--- src/rtl/parity_frame_rx.sv ---
// Serial frame receiver: start(0), DATA_BITS data bits LSB first, parity, stop(1).
// Delivers each received word with parity/framing status as a one-cycle valid pulse.
module parity_frame_rx #(
  parameter int DATA_BITS    = 8,
  parameter int CLKS_PER_BIT = 4,
  parameter int ODD_PARITY   = 1
) (
  input  logic                 clk,
  input  logic                 rst,
  input  logic                 rx,
  output logic [DATA_BITS-1:0] data_out,
  output logic                 valid,
  output logic                 parity_err,
  output logic                 frame_err,
  output logic                 busy
);

  // state  | meaning
  // IDLE   | line watch; arms on a high sample, starts on a low one once armed
  // START  | wait to mid start bit and confirm it is still low
  // DATA   | one sample per bit period into the shift register
  // PARITY | capture the parity bit
  // STOP   | sample the stop bit and publish word plus flags
  typedef enum logic [2:0] {IDLE, START, DATA, PARITY, STOP} state_t;

  localparam int HALF = CLKS_PER_BIT / 2;
  localparam int CW   = (CLKS_PER_BIT > 1) ? $clog2(CLKS_PER_BIT) : 1;
  localparam int IW   = (DATA_BITS > 1) ? $clog2(DATA_BITS) : 1;

  localparam logic [CW-1:0] CNT_HALF = CW'(HALF - 1);
  localparam logic [CW-1:0] CNT_TC   = CW'(CLKS_PER_BIT - 1);
  localparam logic [IW-1:0] IDX_LAST = IW'(DATA_BITS - 1);

  state_t               state;
  logic                 rx_meta;
  logic                 rx_s;
  logic                 armed;
  logic [CW-1:0]        cnt;
  logic [IW-1:0]        bit_idx;
  logic [DATA_BITS-1:0] shift_reg;
  logic                 par_bit;
  logic                 par_exp;

  assign par_exp = (ODD_PARITY != 0) ? ~^shift_reg : ^shift_reg;

  always_ff @(posedge clk) begin
    if (rst) begin
      rx_meta    <= 1'b1;
      rx_s       <= 1'b1;
      state      <= IDLE;
      armed      <= 1'b0;
      cnt        <= '0;
      bit_idx    <= '0;
      shift_reg  <= '0;
      par_bit    <= 1'b0;
      data_out   <= '0;
      valid      <= 1'b0;
      parity_err <= 1'b0;
      frame_err  <= 1'b0;
      busy       <= 1'b0;
    end else begin
      rx_meta <= rx;
      rx_s    <= rx_meta;
      valid   <= 1'b0;
      case (state)
        IDLE: begin
          if (rx_s) begin
            armed <= 1'b1;
          end else if (armed) begin
            state <= START;
            cnt   <= '0;
            busy  <= 1'b1;
          end
        end
        START: begin
          if (cnt == CNT_HALF) begin
            cnt <= '0;
            if (!rx_s) begin
              state   <= DATA;
              bit_idx <= '0;
            end else begin
              // glitch shorter than half a bit: drop it silently
              state <= IDLE;
              busy  <= 1'b0;
            end
          end else begin
            cnt <= cnt + 1'b1;
          end
        end
        DATA: begin
          if (cnt == CNT_TC) begin
            cnt       <= '0;
            shift_reg <= (shift_reg >> 1) | (DATA_BITS'(rx_s) << (DATA_BITS - 1));
            if (bit_idx == IDX_LAST) begin
              state <= PARITY;
            end else begin
              bit_idx <= bit_idx + 1'b1;
            end
          end else begin
            cnt <= cnt + 1'b1;
          end
        end
        PARITY: begin
          if (cnt == CNT_TC) begin
            cnt     <= '0;
            par_bit <= rx_s;
            state   <= STOP;
          end else begin
            cnt <= cnt + 1'b1;
          end
        end
        STOP: begin
          if (cnt == CNT_TC) begin
            cnt        <= '0;
            data_out   <= shift_reg;
            parity_err <= (par_bit != par_exp);
            frame_err  <= ~rx_s;
            valid      <= 1'b1;
            armed      <= 1'b0;
            busy       <= 1'b0;
            state      <= IDLE;
          end else begin
            cnt <= cnt + 1'b1;
          end
        end
        default: begin
          state <= IDLE;
          busy  <= 1'b0;
        end
      endcase
    end
  end

endmodule
--- config.mk ---
export PLATFORM = sky130hd
export DESIGN_NAME = parity_frame_rx
export DESIGN_NICKNAME = d
export VERILOG_FILES = /design/src/rtl/parity_frame_rx.sv
export SDC_FILE = /design/constraint.sdc
export NUM_CORES = 1
export LEC_CHECK = 0
export ABC_CLOCK_PERIOD_IN_PS = 4700
export CAP_MARGIN = 15
export CELL_PAD_IN_SITES_DETAIL_PLACEMENT = 2
export CELL_PAD_IN_SITES_GLOBAL_PLACEMENT = 2
export CORE_MARGIN = 1
export CORE_UTILIZATION = 30
export CTS_BUF_LIST = sky130_fd_sc_hd__clkbuf_4 sky130_fd_sc_hd__clkbuf_8 sky130_fd_sc_hd__clkbuf_16
export DETAILED_ROUTE_END_ITERATION = 7
export GPL_ROUTABILITY_DRIVEN = 0
export PLACE_DENSITY = 0.74
export SYNTH_ARGS = -nofsm -noshare
export SYNTH_HDL_FRONTEND = slang
export SYNTH_SLANG_ARGS = --single-unit
--- constraint.sdc ---
create_clock -name clk -period 4.7 [get_ports clk]
set_input_delay 1.175 -clock clk [delete_from_list [all_inputs] [get_ports clk]]
set_output_delay 1.175 -clock clk [all_outputs]
set_load 0.01 [all_outputs]
==> impl_metrics.csv <==
group,metric,value,unit
logic_synthesis,ys_seq_area_share,43.24,%
global_route,grt_overflow,0,
outcome,outcome,"finished, final reports clean",
detailed_routing,totalWireLength,3655,um
hold_path,hold_path.class,"reg -> reg",
detailed_routing,wl_per_cell,14.45,um
global_route,grt_pass1_vias,1268,
power,seq_power_share,48.9,%
sta,finalMaxSlewViolations,0,
worst_setup_path,r2r_slack,2.73,ns
worst_setup_path,end_kind,"primary output",
cells_and_area,area_delta_synth_final,21.11,%
cells_and_area,fill_cells,521,
worst_setup_path,rr_startpoint,"state[1]",
place,dp_cells,244,
power,p_switching,121.6,uW
hold_path,worstHoldPathCells,1,
worst_setup_path,critPathLaunchType,"flop",
sta,finalHoldViolCount,0,
power,internal_power,448.7,uW
cells_and_area,final_area,0.001794,mm2
place,placed_area,0.001655,mm2
logic_synthesis,synth_ff_type,"dfxtp_1",
global_route,grt_max_degree,32,
worst_setup_path,cp_max_fo,2,
power,p_per_area,317.9,mW/mm2
cts,cts_setup_buffers,0,
cts,hold_buffers,0,
worst_setup_path,critical_path_buf_inv_count,1,
floorplanning,design.die.area,0.005223,mm2
hold_path,hold-path-endpoint,"rx_s",
worst_setup_path,critical_path_class,"reg -> out",
global_route,grt_usage,15.41,%
sta,final.setup_skew,0.002400,ns
sta,slew_headroom,56.67,%
floorplanning,rows,25,
logic_synthesis,syn_avg_cell_area,8.514,um2
power,p_leak,0.6341,nW
detailed_routing,routed_via_density,4.941,
detailed_routing,drtIter0Drc,28,
sta,post-route-worst-setup-slack,2.365,ns
power,p_sw_share,21.33,%
global_route,grt_pass1_wl,6058,um
cells_and_area,mostFrequentLayoutCell,"nand2_1",
logic_synthesis,syn_nets,182,
logic_synthesis,synth_cell_types,38,
worst_setup_path,path_delay_family,"buffers and inverters",
cts,path_clk_slew,0.07,ns
flow_run,cap_violations,0,
cts,cts_buffers,5,
cts,clock_latency,0.29,ns
cts,root_buffer,"clkbuf_8",
logic_synthesis,syn_inst,174,
detailed_routing,num_vias,1250,
sta,worst_pin_slew,0.6463,ns
floorplanning,coreArea,0.004723,mm2
sta,fmax,428.2,MHz
place,place_hpwl,2485,um
detailed_routing,postRouteAntennaNets,0,
worst_setup_path,reg2reg_depth,4,
logic_synthesis,synth_area,0.001481,mm2
power,p_comb_share,4.1,%
power,ir_worst_vdd,0.0001355,V
worst_setup_path,cp_slowest_cell,"clkdlybuf4s50_1",
cells_and_area,diodes,0,
cells_and_area,layout_common_cells,"nand2_1, dfxtp_1, a21oi_1",
hold_path,worstHoldStart,"rx_meta",
worst_setup_path,path_cells,"clkdlybuf4s50_1",
floorplanning,ios,15,
power,pwr-share-clk,47.0,%
sta,timing.final.crit_share,49.69,%
logic_synthesis,synth_edf_count,0,
sta,rsz0062_at_grt,"false",
sta,post-route-min-period,2.335,ns
floorplanning,die_x,72.27,um
floorplanning,start_util,31.36,%
cts,cts_resized,0,
logic_synthesis,synth_warnings,0,
logic_synthesis,async_reset_ff_share,0,%
logic_synthesis,ys_ff_latch,32,
place,io_buffers,14,
sta,hold_ws,0.4207,ns
cts,cts_buffer_depth,2,
worst_setup_path,arrival,1.16,ns
detailed_routing,drc,0,
floorplanning,die_y,72.27,um
worst_setup_path,crit_path_max_incr_delay,0.54,ns
cts,htree_num_levels,2,
worst_setup_path,timing.rr.end,"bit_idx[1]",
cells_and_area,fin_cells,253,
cells_and_area,drive_gt1_share,6.989,%
sta,finalSetupTns,0,ns
sta,final-setup-viol-count,0,
cells_and_area,fin_nets,193,
cts,clock_sinks,32,
worst_setup_path,cp.required,3.52,ns
detailed_routing,drtPass1Iterations,4,
global_route,antenna_found_initial,0,
cts,cts_tree,"built",
place,pre_cts_ws,1.813,ns
-- synth_stat cells, types with 3 or more instances --
cell type,number,area [um2]
dfxtp_1,32,640.6
ha_1,5,62.56
nand2_1,36,135.1
nor2b_1,3,18.77
o21ai_0,3,15.01
nand3b_1,3,22.52
nor2_1,8,30.03
nand2b_1,3,18.77
clkbuf_1,9,33.78
a21oi_1,26,130.1
inv_1,6,22.52
nor3b_1,4,30.03
xnor2_1,5,43.79
-- worst max-delay path by stage --
stage	startpoint	endpoint	slack, ns	cells after the start
3_5_place_dp	rst	parity_err	1.81	4
6_report	busy	busy	2.36	1
2_1_floorplan	bit_idx[0]	bit_idx[0]	2.91	6
3_3_place_gp	rst	parity_err	1.88	4
4_1_cts	rst	parity_err	2.12	4
5_1_grt	frame_err	frame_err	2.32	1
-- power groups by stage --
stage	registers, mW	logic (mW)	clock network, mW
2_1_floorplan	0.283	0.0162	0
3_3_place_gp	0.285	0.0193	0
3_5_place_dp	0.285	0.0204	0
4_1_cts	0.279	0.0208	0.279
5_1_grt	0.279	0.0254	0.284
6_report	0.279	0.0232	0.268
-- per-stage QoR --
step	util, %	total power, mW
CTS	37.40	0.5790
finish	37.99	0.5704
global route	37.99	0.5893
global placement	35.05	0.3041
floorplan	-	0.2989
detailed placement	35.05	0.3055
-- final cells by class --
class	instances	area, um2	area share (%)
Multi-Input combinational cell	125	768.2	42.82
Timing Repair Buffer	15	167.7	9.345
Inverter	6	22.52	1.255
Tap cell	67	83.83	4.672
Sequential cell	32	640.6	35.70
Clock inverter	2	35.03	1.953
Clock buffer	6	76.32	4.254
-- metal layers --
| layer | track usage, % | vias up | wire [um] |
|---|---|---|---|
| li1 | - | 608 | - |
| met1 | 18.45 | 614 | 1742 |
| met2 | 25.03 | 20 | 1720 |
| met3 | 4.306 | 8 | 110 |
| met4 | 8.279 | 0 | 82 |
| met5 | 0 | - | 0 |
-- kinds of logic after synthesis --
family	share of synthesized area, %
DFF	43.24
muxes	1.351
xor gates and xnor gates	5.067
and+or+nand+nor	24.24
adders and majority gates	4.223
AOI/OAI and AO/OA	16.98
buffers and inverters	4.898
Power figures use the tool's default switching activity.
